**src/rtl/uart_pkg.sv**
```systemverilog
`default_nettype none
// ============================================================================
// uart_pkg : shared types and helpers for the parametrised UART receiver
// Rev 1.0
// ============================================================================
package uart_pkg;

  localparam int PAR_NONE = 0;
  localparam int PAR_ODD  = 1;
  localparam int PAR_EVEN = 2;

  typedef enum logic [2:0] {
    ST_IDLE      = 3'd0,
    ST_START     = 3'd1,
    ST_DATA      = 3'd2,
    ST_PARITY    = 3'd3,
    ST_STOP      = 3'd4,
    ST_WAIT_IDLE = 3'd5
  } state_t;

  typedef struct packed {
    logic parity_err;
    logic frame_err;
  } rx_status_t;

  function automatic logic maj3(input logic a, input logic b, input logic c);
    return (a & b) | (a & c) | (b & c);
  endfunction

endpackage
`default_nettype wire

```
**src/rtl/uart_rx_param_if.sv**
```systemverilog
`default_nettype none
// ============================================================================
// uart_rx_param_if : received-word handshake and status bundle
// Rev 1.0
// ============================================================================
interface uart_rx_param_if #(
  parameter int DATA_BITS = 8
);
  logic [DATA_BITS-1:0] rx_data;
  logic                 rx_valid;
  logic                 rx_ready;
  logic                 parity_err;
  logic                 frame_err;
  logic                 overrun_err;
  logic                 break_det;

  modport master (
    output rx_data, rx_valid, parity_err, frame_err, overrun_err, break_det,
    input  rx_ready
  );

  modport slave (
    input  rx_data, rx_valid, parity_err, frame_err, overrun_err, break_det,
    output rx_ready
  );
endinterface
`default_nettype wire

```
**src/rtl/uart_bit_sampler.sv**
```systemverilog
`default_nettype none
// ============================================================================
// uart_bit_sampler : rx synchroniser, tick counter and 3-sample majority vote
// Rev 1.0
// ============================================================================
module uart_bit_sampler
  import uart_pkg::*;
#(
  parameter int OVS = 16
) (
  input  logic clk,
  input  logic rst,
  input  logic bd_tick,
  input  logic rx,
  input  logic hold,
  output logic rx_s,
  output logic rx_prev,
  output logic bit_value,
  output logic bit_decide,
  output logic bit_end
);

  localparam int             TW     = $clog2(OVS);
  localparam logic [TW-1:0]  SMP0   = TW'(OVS/2 - 1);
  localparam logic [TW-1:0]  SMP1   = TW'(OVS/2);
  localparam logic [TW-1:0]  SMP2   = TW'(OVS/2 + 1);
  localparam logic [TW-1:0]  LAST   = TW'(OVS - 1);

  logic          sync1;
  logic          sync2;
  logic          smp0;
  logic          smp1;
  logic [TW-1:0] tick_cnt;

  // Synchroniser presets to 1 so the idle line never looks like a start edge.
  always_ff @(posedge clk) begin
    if (rst) begin
      sync1    <= 1'b1;
      sync2    <= 1'b1;
      rx_prev  <= 1'b1;
      smp0     <= 1'b1;
      smp1     <= 1'b1;
      tick_cnt <= '0;
    end else begin
      sync1 <= rx;
      sync2 <= sync1;
      if (bd_tick) begin
        rx_prev  <= sync2;
        tick_cnt <= hold ? '0 : tick_cnt + 1'b1;
        if (tick_cnt == SMP0) smp0 <= sync2;
        if (tick_cnt == SMP1) smp1 <= sync2;
      end
    end
  end

  assign rx_s       = sync2;
  assign bit_value  = maj3(smp0, smp1, sync2);
  assign bit_decide = bd_tick && !hold && (tick_cnt == SMP2);
  assign bit_end    = bd_tick && !hold && (tick_cnt == LAST);

endmodule
`default_nettype wire

```
**src/rtl/uart_rx_param.sv**
```systemverilog
`default_nettype none
// ============================================================================
// uart_rx_param : parametrised UART receiver with valid/ready word delivery
// Rev 1.0
// ============================================================================
module uart_rx_param
  import uart_pkg::*;
#(
  parameter int DATA_BITS = 8,
  parameter int OVS       = 16,
  parameter int PARITY    = 0,
  parameter int STOP_BITS = 1
) (
  input  logic                clk,
  input  logic                rst,
  input  logic                bd_tick,
  input  logic                rx,
  uart_rx_param_if.master     rx_if
);

  localparam int BC_W = $clog2(DATA_BITS + 1);

  state_t               state;
  logic [DATA_BITS-1:0] shreg;
  logic [BC_W-1:0]      bit_cnt;
  logic                 stop_cnt;
  logic                 pbit;
  rx_status_t           st;

  logic rx_s;
  logic rx_prev;
  logic bit_value;
  logic bit_decide;
  logic bit_end;
  logic idle_hold;
  logic par_bad;
  logic last_stop;
  logic is_break;
  logic stop_fail;

  assign idle_hold = (state == ST_IDLE);

  uart_bit_sampler #(
    .OVS (OVS)
  ) u_sampler (
    .clk        (clk),
    .rst        (rst),
    .bd_tick    (bd_tick),
    .rx         (rx),
    .hold       (idle_hold),
    .rx_s       (rx_s),
    .rx_prev    (rx_prev),
    .bit_value  (bit_value),
    .bit_decide (bit_decide),
    .bit_end    (bit_end)
  );

  assign par_bad   = (PARITY == PAR_ODD) ? ~(^shreg ^ bit_value) : (^shreg ^ bit_value);
  assign last_stop = (STOP_BITS == 1) || stop_cnt;
  // Break is judged on the first stop bit; pbit stays 0 when no parity bit exists.
  assign is_break  = (shreg == '0) && !pbit && !bit_value && !stop_cnt;
  assign stop_fail = st.frame_err | ~bit_value;

  always_ff @(posedge clk) begin
    if (rst) begin
      state             <= ST_IDLE;
      shreg             <= '0;
      bit_cnt           <= '0;
      stop_cnt          <= 1'b0;
      pbit              <= 1'b0;
      st                <= '0;
      rx_if.rx_data     <= '0;
      rx_if.rx_valid    <= 1'b0;
      rx_if.parity_err  <= 1'b0;
      rx_if.frame_err   <= 1'b0;
      rx_if.overrun_err <= 1'b0;
      rx_if.break_det   <= 1'b0;
    end else begin
      rx_if.overrun_err <= 1'b0;
      rx_if.break_det   <= 1'b0;
      if (rx_if.rx_valid && rx_if.rx_ready) rx_if.rx_valid <= 1'b0;

      case (state)
        ST_IDLE: begin
          if (bd_tick && rx_prev && !rx_s) begin
            state    <= ST_START;
            bit_cnt  <= '0;
            stop_cnt <= 1'b0;
            pbit     <= 1'b0;
            st       <= '0;
          end
        end
        ST_START: begin
          if (bit_decide && bit_value) state <= ST_IDLE;
          else if (bit_end)            state <= ST_DATA;
        end
        ST_DATA: begin
          if (bit_decide) begin
            shreg   <= {bit_value, shreg[DATA_BITS-1:1]};
            bit_cnt <= bit_cnt + 1'b1;
            if (bit_cnt == BC_W'(DATA_BITS - 1))
              state <= (PARITY != PAR_NONE) ? ST_PARITY : ST_STOP;
          end
        end
        ST_PARITY: begin
          if (bit_decide) begin
            pbit          <= bit_value;
            st.parity_err <= par_bad;
            state         <= ST_STOP;
          end
        end
        ST_STOP: begin
          if (bit_decide) begin
            if (is_break) begin
              rx_if.break_det <= 1'b1;
              state           <= ST_WAIT_IDLE;
            end else if (!last_stop) begin
              stop_cnt <= 1'b1;
              if (!bit_value) st.frame_err <= 1'b1;
            end else begin
              // A word accepted this same cycle frees the holding register.
              if (!rx_if.rx_valid || rx_if.rx_ready) begin
                rx_if.rx_data    <= shreg;
                rx_if.rx_valid   <= 1'b1;
                rx_if.parity_err <= st.parity_err;
                rx_if.frame_err  <= stop_fail;
              end else begin
                rx_if.overrun_err <= 1'b1;
              end
              state <= stop_fail ? ST_WAIT_IDLE : ST_IDLE;
            end
          end
        end
        ST_WAIT_IDLE: begin
          if (bit_decide && bit_value) state <= ST_IDLE;
        end
        default: state <= ST_IDLE;
      endcase
    end
  end

endmodule
`default_nettype wire

```
**src/flat_wrapper.sv**
```systemverilog
// flat-port wrapper written by rule: the top's interface ports become plain ports
module uart_rx_param_flat import uart_pkg::*;
#(
  parameter int DATA_BITS = 8,
  parameter int OVS       = 16,
  parameter int PARITY    = 0,
  parameter int STOP_BITS = 1
)
  (clk, rst, bd_tick, rx, rx_if_rx_data, rx_if_rx_valid, rx_if_parity_err, rx_if_frame_err, rx_if_overrun_err, rx_if_break_det, rx_if_rx_ready);
  uart_rx_param_if #(.DATA_BITS(DATA_BITS)) rx_if_i ();
  input  logic clk;
  input  logic rst;
  input  logic bd_tick;
  input  logic rx;
  output wire logic [$bits(rx_if_i.rx_data)-1:0] rx_if_rx_data;
  output wire logic [$bits(rx_if_i.rx_valid)-1:0] rx_if_rx_valid;
  output wire logic [$bits(rx_if_i.parity_err)-1:0] rx_if_parity_err;
  output wire logic [$bits(rx_if_i.frame_err)-1:0] rx_if_frame_err;
  output wire logic [$bits(rx_if_i.overrun_err)-1:0] rx_if_overrun_err;
  output wire logic [$bits(rx_if_i.break_det)-1:0] rx_if_break_det;
  input wire logic [$bits(rx_if_i.rx_ready)-1:0] rx_if_rx_ready;
  assign rx_if_rx_data = rx_if_i.rx_data;
  assign rx_if_rx_valid = rx_if_i.rx_valid;
  assign rx_if_parity_err = rx_if_i.parity_err;
  assign rx_if_frame_err = rx_if_i.frame_err;
  assign rx_if_overrun_err = rx_if_i.overrun_err;
  assign rx_if_break_det = rx_if_i.break_det;
  assign rx_if_i.rx_ready = rx_if_rx_ready;
  uart_rx_param #(.DATA_BITS(DATA_BITS), .OVS(OVS), .PARITY(PARITY), .STOP_BITS(STOP_BITS)) u_core (.clk(clk), .rst(rst), .bd_tick(bd_tick), .rx(rx), .rx_if(rx_if_i));
endmodule
```
**config.mk**
```make
export PLATFORM = sky130hd
export DESIGN_NAME = uart_rx_param_flat
export DESIGN_NICKNAME = d
export VERILOG_FILES = /design/src/rtl/uart_pkg.sv /design/src/rtl/uart_rx_param_if.sv /design/src/rtl/uart_bit_sampler.sv /design/src/rtl/uart_rx_param.sv /design/src/flat_wrapper.sv
export SDC_FILE = /design/constraint.sdc
export NUM_CORES = 1
export LEC_CHECK = 0
export ABC_AREA = 1
export CAP_MARGIN = 5
export CORE_ASPECT_RATIO = 1.75
export CORE_MARGIN = 1
export CORE_UTILIZATION = 30
export CTS_CLUSTER_SIZE = 8
export DETAILED_ROUTE_END_ITERATION = 6
export PLACE_DENSITY = 0.53
export SKIP_CTS_REPAIR_TIMING = 1
export SYNTH_ARGS = -nofsm -noshare
export SYNTH_HDL_FRONTEND = slang
export SYNTH_SLANG_ARGS = --single-unit
```
**constraint.sdc**
```tcl
create_clock -name clk -period 1.95 [get_ports clk]
set_input_delay 0.39 -clock clk [delete_from_list [all_inputs] [get_ports clk]]
set_output_delay 0.39 -clock clk [all_outputs]
set_load 0.03 [all_outputs]
```
==> results of run 1 <==
==> worst max path at each step <==
stage | to | slack [ns]
finish | rx_if_rx_data[4] | 0.26
global route | rx_if_rx_valid | 0.20
CTS | rx_if_rx_data[4] | 0.24
detailed placement | u_core.state[0] | -0.003
global placement | u_core.state[0] | 0.03
floorplan | u_core.st[1] | 0.51
==> where the power goes <==
group          internal [uW]  total (uW)  leakage [uW]  switching, uW
Combinational            213         622      0.000505            409
Sequential               847         908      0.000316           61.0
Clock                    381         675     0.0000581            294
Total                   1440        2200      0.000878            764
==> kinds of logic (layout without fill, tap and decap cells) <==
| family | Yosys count | count (layout) | share of synthesized area, % |
|---|---|---|---|
| AND/OR/NAND/NOR | 86 | 86 | 24.46 |
| AO/OA/AOI/OAI | 62 | 62 | 18.66 |
| flip-flops | 39 | 39 | 39.75 |
| adder cells (fa/ha/maj) | 8 | 8 | 5.096 |
| XOR/XNOR | 3 | 3 | 1.338 |
| buffers and inverters | 43 | 66 | 10.70 |
==> metal layers <==
metal	GRT usage [%]	routed length (um)
met1	11.43	1506
met2	23.43	2068
met3	2.406	100
met4	9.903	163
met5	0	0
==> flip-flops by register name, summed over array words and instances, names as in the netlist <==
register and count:
u_core.bit_cnt 4, u_core.pbit 1, u_core.rx_if.break_det 1, u_core.rx_if.frame_err 1, u_core.rx_if.overrun_err 1, u_core.rx_if.parity_err 1, u_core.rx_if.rx_data 8, u_core.rx_if.rx_valid 1
u_core.shreg 8, u_core.st 1, u_core.state 3, u_core.u_sampler.rx_prev 1, u_core.u_sampler.rx_s 1, u_core.u_sampler.smp0 1, u_core.u_sampler.smp1 1, u_core.u_sampler.sync1 1
u_core.u_sampler.tick_cnt 4
==> layout make-up <==
cell class,count,share of cell area [%]
Multi-Input combinational cell,159,41.92
Clock inverter,3,1.886
Tap cell,80,4.310
Inverter,36,5.819
Sequential cell,39,33.62
Clock buffer,5,2.963
Timing Repair Buffer,22,9.483
==> placed cells by master, fill, tap and decap left out, types with 3 or more instances in the layout <==
| cell | Yosys | final |
|---|---|---|
| clkdlybuf4s50_1 | 0 | 17 |
| o21ai_2 | 7 | 7 |
| nor2_4 | 5 | 5 |
| nand3_1 | 14 | 14 |
| nand2_2 | 6 | 6 |
| clkbuf_8 | 1 | 5 |
| o21ai_0 | 14 | 14 |
| ha_1 | 8 | 8 |
| nor2_2 | 3 | 3 |
| nand2_1 | 28 | 28 |
| nand4_1 | 3 | 3 |
| inv_1 | 31 | 31 |
| nor2_1 | 13 | 13 |
| a21oi_1 | 29 | 29 |
| buf_4 | 0 | 4 |
| dfxtp_1 | 39 | 39 |
| inv_2 | 5 | 5 |
| or2_2 | 3 | 3 |
| nand3_2 | 5 | 5 |
| o21ai_1 | 6 | 6 |
==> per-stage QoR <==
step / instances / power (uW) / util [%]
after global placement: 336 / 1547 / 35.21
after detailed placement: 336 / 1555 / 35.21
after CTS: 344 / 2239 / 37.00
after floorplan: 241 / 1425 / -
after global routing: 344 / 2339 / 37.00
final: 344 / 2205 / 37.00
==> out/summary.txt, run 1 <==
Antenna Nets Post-Route = 0
number of synthesized flops with an enable pin = 0
WHS = 0.4220 ns
area leader, netlist = dfxtp_1
vias post-DR = 1,597
Leakage = 0.0008784 uW
ys async rst share = 0%
placed wire-length estimate = 2945 um
antenna violations before repair = 0
max-cap violations = 0
Avg Cell Area, Syn = 8.151 sq um
die area = 0.006888 sq mm
Post-DP Area = 0.002210 sq mm
fin worst setup slack = 0.2616 ns
Rows = 38
ys flop type = dfxtp_1
critical path's slowest cell = clkdlybuf4s50_1
Worst VDD drop = 281.3 uV
first-pass GRT wire length = 6568 um
Die X = 63.17 um
GRT Residual Overflow = 0
Ys Warns = 0
final setup fails = 0
maximum clock frequency = 592.3 MHz
launching point of the worst reg2reg path = u_core.u_sampler.tick_cnt[0]
register bit total from synthesis = 39
CTS Buf Count = 5
min-delay src = u_core.u_sampler.sync1
buffers and inverters on the worst path = 1
pre-CTS setup slack = -0.003302 ns
Filler Cell Count = 675
Crit path depth = 1
clock sink count = 39
final hold violations = 0
Die Y = 109.0 um
status = finished, final reports clean
Netlist cell types = 35
Setup TNS = 0 ns
wire per inst = 11.16 um
Cell Chain, Critical Path = clkdlybuf4s50_1
crit path DAT = 1.30 ns
layout cells sized above 1 = 19.32%
period utilisation layout = 86.58%
H-tree levels = 2
register area = 780.7 sq um
initial core utilization = 31.30%
Pwr Density = 949.3 mW/mm^2
synthesized area = 0.001964 sq mm
Max Fanout on Critical Path = 2
delay-heaviest family, CP = buffers and inverters
worst skew pair latency = 0.29 ns
vias in the first global route = 1,553
Pre-Repair DR Iteration Count = 4
hold depth = 1
RSZ-0062 raised after global routing = false
Crit. Startpoint = u_core.rx_if.rx_data[4]
Hold WC Path Type = flop to flop
drt via density = 4.642
reg2reg end = u_core.bit_cnt[0]
Post-synth top cells = dfxtp_1, inv_1, a21oi_1, nand2_1
root buffer cell = clkbuf_8
internal reg-to-reg setup slack = 0.34 ns
worst path required time = 1.56 ns
drt total wl = 3839 um
Post-Synthesis Cells = 241
GRT Util Overall = 12.43%
Syn Nets = 254
largest net degree at the start of global routing = 26
max-slew violations = 0
min cycle time layout = 1.688 ns
multi-input logic area = 973.4 sq um
Hold EP = u_core.u_sampler.rx_s
Finished Cell Area = 0.002322 sq mm
Core ar. = 0.006276 sq mm
Synth top area share = 39.75%
Worst-path clk slew = 0.08 ns
Startpoint Class = flop
Residual DRC = 0
worst slew pin tran = 0.3320 ns
Area growth, synth to finish = 18.22%
CTS tree = built
top-count cell post-synth = dfxtp_1
PortBufs = 17
GPL Wtd Cong = 0.7743
I/O Pins = 18
clk_skew = 0.003782 ns
# diodes = 0
sequential area share after synthesis = 39.75%
critical path's largest stage delay = 0.67 ns
R2R depth = 7
Longest Clk Path Bufs = 2
initial DRC count = 45
slew margin rel. = 77.81%
path type of the worst setup path = flop to output port
Critical Path End Type = output port
# nets final = 276
largest cells by area after synthesis = dfxtp_1, a21oi_1, inv_1
Note: power is estimated with default switching activity, not from simulation.
==> run 2: changes to the inputs <==
--- a/config.mk
+++ b/config.mk
@@ -6,7 +6,7 @@
 export NUM_CORES = 1
 export LEC_CHECK = 0
 export ABC_AREA = 1
-export CAP_MARGIN = 5
+export CAP_MARGIN = 20
 export CORE_ASPECT_RATIO = 1.75
 export CORE_MARGIN = 1
 export CORE_UTILIZATION = 30
==> results of run 2 <==
Same layout as run 1: the final DEF is identical, and so are final timing and power.
==> run 3: changes to the inputs <==
--- a/config.mk
+++ b/config.mk
@@ -13,7 +13,7 @@
 export CTS_CLUSTER_SIZE = 8
 export DETAILED_ROUTE_END_ITERATION = 6
 export PLACE_DENSITY = 0.53
-export SKIP_CTS_REPAIR_TIMING = 1
+export RECOVER_POWER = 50
 export SYNTH_ARGS = -nofsm -noshare
 export SYNTH_HDL_FRONTEND = slang
 export SYNTH_SLANG_ARGS = --single-unit
==> out/summary.txt, run 3 (synthesized netlist as in run 1, its figures left out) <==
status = finished, final reports clean
fin worst setup slack = 0.2369 ns (-0.02477 ns)
worst slew pin tran = 0.6083 ns (+0.2763 ns)
Residual DRC = 0 (unchanged)
final setup fails = 0 (unchanged)
Post-CTS Setup Bufs = 0
GRT Residual Overflow = 0 (unchanged)
Worst-path clk slew = 0.08 ns (about the same)
Worst VDD drop = 280.9 uV (-0.15%)
WL met2 = 2047 um (-1.0%)
Area growth, synth to finish = 16.75%
crit path DAT = 1.89 ns (+0.59 ns)
H-tree levels = 2 (unchanged)
maximum clock frequency = 583.7 MHz (-1.4%)
Longest Clk Path Bufs = 2 (unchanged)
commonest non-fill, non-tap cell in the layout = dfxtp_1
largest net degree at the start of global routing = 26 (unchanged)
Antenna Nets Post-Route = 0 (unchanged)
top sig layer = met4
drt via density = 4.648 (+0.13%)
worst skew pair latency = 0.29 ns (about the same)
most frequent cells in the layout = dfxtp_1, inv_1, a21oi_1
drt total wl = 3826 um (-0.34%)
Core ar. = 0.006276 sq mm (unchanged)
die area = 0.006888 sq mm (unchanged)
Net Sw Power = 752.4 uW (-1.5%)
first-pass GRT wire length = 6568 um (unchanged)
Rows = 38 (unchanged)
RSZ-0062 raised after global routing = false
slew margin rel. = 59.45% (-18 points)
# nets final = 276 (unchanged)
initial core utilization = 31.30% (unchanged)
met3 routed WL = 92 um (-8.0%)
max-slew violations = 0 (unchanged)
clock sink count = 39 (unchanged)
root buffer cell = clkbuf_8
path type of the worst setup path = flop to flop
GPL Wtd Cong = 0.7743 (unchanged)
clk_skew = 0.003710 ns (-0.00007213 ns)
antenna violations before repair = 0 (unchanged)
internal power = 1438 uW (-0.17%)
Hold WC Path Type = flop to flop
Finished Cell Area = 0.002293 sq mm (-1.2%)
vias in the first global route = 1,553 (unchanged)
Logic pwr share = 27.8% (-0.4 points)
wire per inst = 11.12 um (-0.34%)
pre-CTS setup slack = -0.003302 ns (unchanged)
final hold violations = 0 (unchanged)
Sw Share = 34.34% (-0.31 points)
vias post-DR = 1,599 (+0.13%)
Resized cells post-CTS = 0
layout cells sized above 1 = 18.18% (-1.1 points)
period utilisation layout = 87.85% (+1.3 points)
GRT Util Overall = 12.43% (unchanged)
max-cap violations = 0 (unchanged)
biggest regs = u_core.rx_if.rx_data: 8 flops, u_core.shreg: 8 flops
Pre-Repair DR Iteration Count = 4 (unchanged)
Filler Cell Count = 681 (+0.89%)
CTS Buf Count = 5 (unchanged)
Pwr Density = 955.2 mW/mm^2 (+0.61%)
Clock Power Share = 30.7% (about the same)
worst path required time = 2.13 ns (+0.57 ns)
buffers and inverters on the worst path = 1 (unchanged)
min cycle time layout = 1.713 ns (+0.02477 ns)
placed wire-length estimate = 2945 um (unchanged)
Critical Path End Type = flop
Cell Chain, Critical Path = ha_1 > nand4_4 > nor2_1 > nand3_2 > clkbuf_4 > o21ai_0 > a21oi_1
Startpoint Class = flop
Post-DP Area = 0.002210 sq mm (unchanged)
sequential share of power = 41.5% (+0.3 points)
# diodes = 0 (unchanged)
PortBufs = 17 (unchanged)
CTS tree = built
Die Y = 109.0 um (unchanged)
initial DRC count = 56 (+24%)
Max Fanout on Critical Path = 20 (+18)
critical path's slowest cell = dfxtp_1
critical path's largest stage delay = 0.41 ns (-0.26 ns)
met1 WL = 1513 um (+0.46%)
I/O Pins = 18 (unchanged)
delay-heaviest family, CP = simple AND/OR/NAND/NOR gates
Leakage = 0.0008679 uW (-1.2%)
CTS Hold Bufs = 0
Die X = 63.17 um (unchanged)
==> run 3: cell types whose count changed in the layout (fill, tap and decap cells not counted), sizes merged <==
cell	before	now
buf	5	2
clkbuf	5	8
clkdlybuf4s50	17	16
dlygate4sd3	0	1
==> run 3: path summary, 6_finish.rpt <==
path	endpoint	from	slack, ns	cells after the start
setup / recovery	u_core.rx_if.rx_data[5]	u_core.u_sampler.tick_cnt[0]	0.24	7
hold / removal	u_core.u_sampler.rx_s	u_core.u_sampler.sync1	0.42	1
setup reg to reg	u_core.rx_if.rx_data[5]	u_core.u_sampler.tick_cnt[0]	0.24	7
hold reg to reg	u_core.u_sampler.rx_s	u_core.u_sampler.sync1	0.42	1
==> run 3: worst register-to-register path, stage by stage (launching register included) <==
cell,delay (ns)
dfxtp_1,0.41
ha_1,0.27
nand4_4,0.17
nor2_1,0.19
nand3_2,0.08
clkbuf_4,0.23
o21ai_0,0.18
a21oi_1,0.05
==> run 3: power by group through the flow <==
stage	combinational (uW)	sequential (uW)	clock (uW)
after floorplan	511	914	0
final	609	908	673
after CTS	631	908	700
after global routing	682	920	726
after global placement	622	925	0
after detailed placement	630	925	0
==> run 3: cell type report <==
type / count / area [sq um] / share of cell area [%]
repair buffers: 22 / 201.4 / 8.783
multi-input cells: 159 / 963.4 / 42.01
clock inverters: 3 / 43.79 / 1.909
flip-flops and latches: 39 / 780.7 / 34.04
well taps: 80 / 100.1 / 4.364
inverters: 36 / 135.1 / 5.892
clock buffers: 5 / 68.82 / 3.001
==> run 3: per-stage QoR <==
| step | total power, uW | setup TNS [ns] | hold WS, ns | utilization (%) | std cells |
|---|---|---|---|---|---|
| floorplan | 1425 | 0 | 0.3895 | - | 241 |
| global placement | 1547 | 0 | 0.3952 | 35.21 | 336 |
| detailed placement | 1555 | -0.003302 | 0.3997 | 35.21 | 336 |
| CTS | 2239 | 0 | 0.4227 | 37.00 | 344 |
| global route | 2328 | 0 | 0.4537 | 36.54 | 344 |
| finish | 2191 | 0 | 0.4220 | 36.54 | 344 |
==> run 3: routing by layer <==
layer | GRT usage [%] | vias up
li1 | - | 837
met1 | 11.43 | 719
met2 | 23.43 | 30
met3 | 2.406 | 13
met4 | 9.903 | 0
met5 | 0 | -
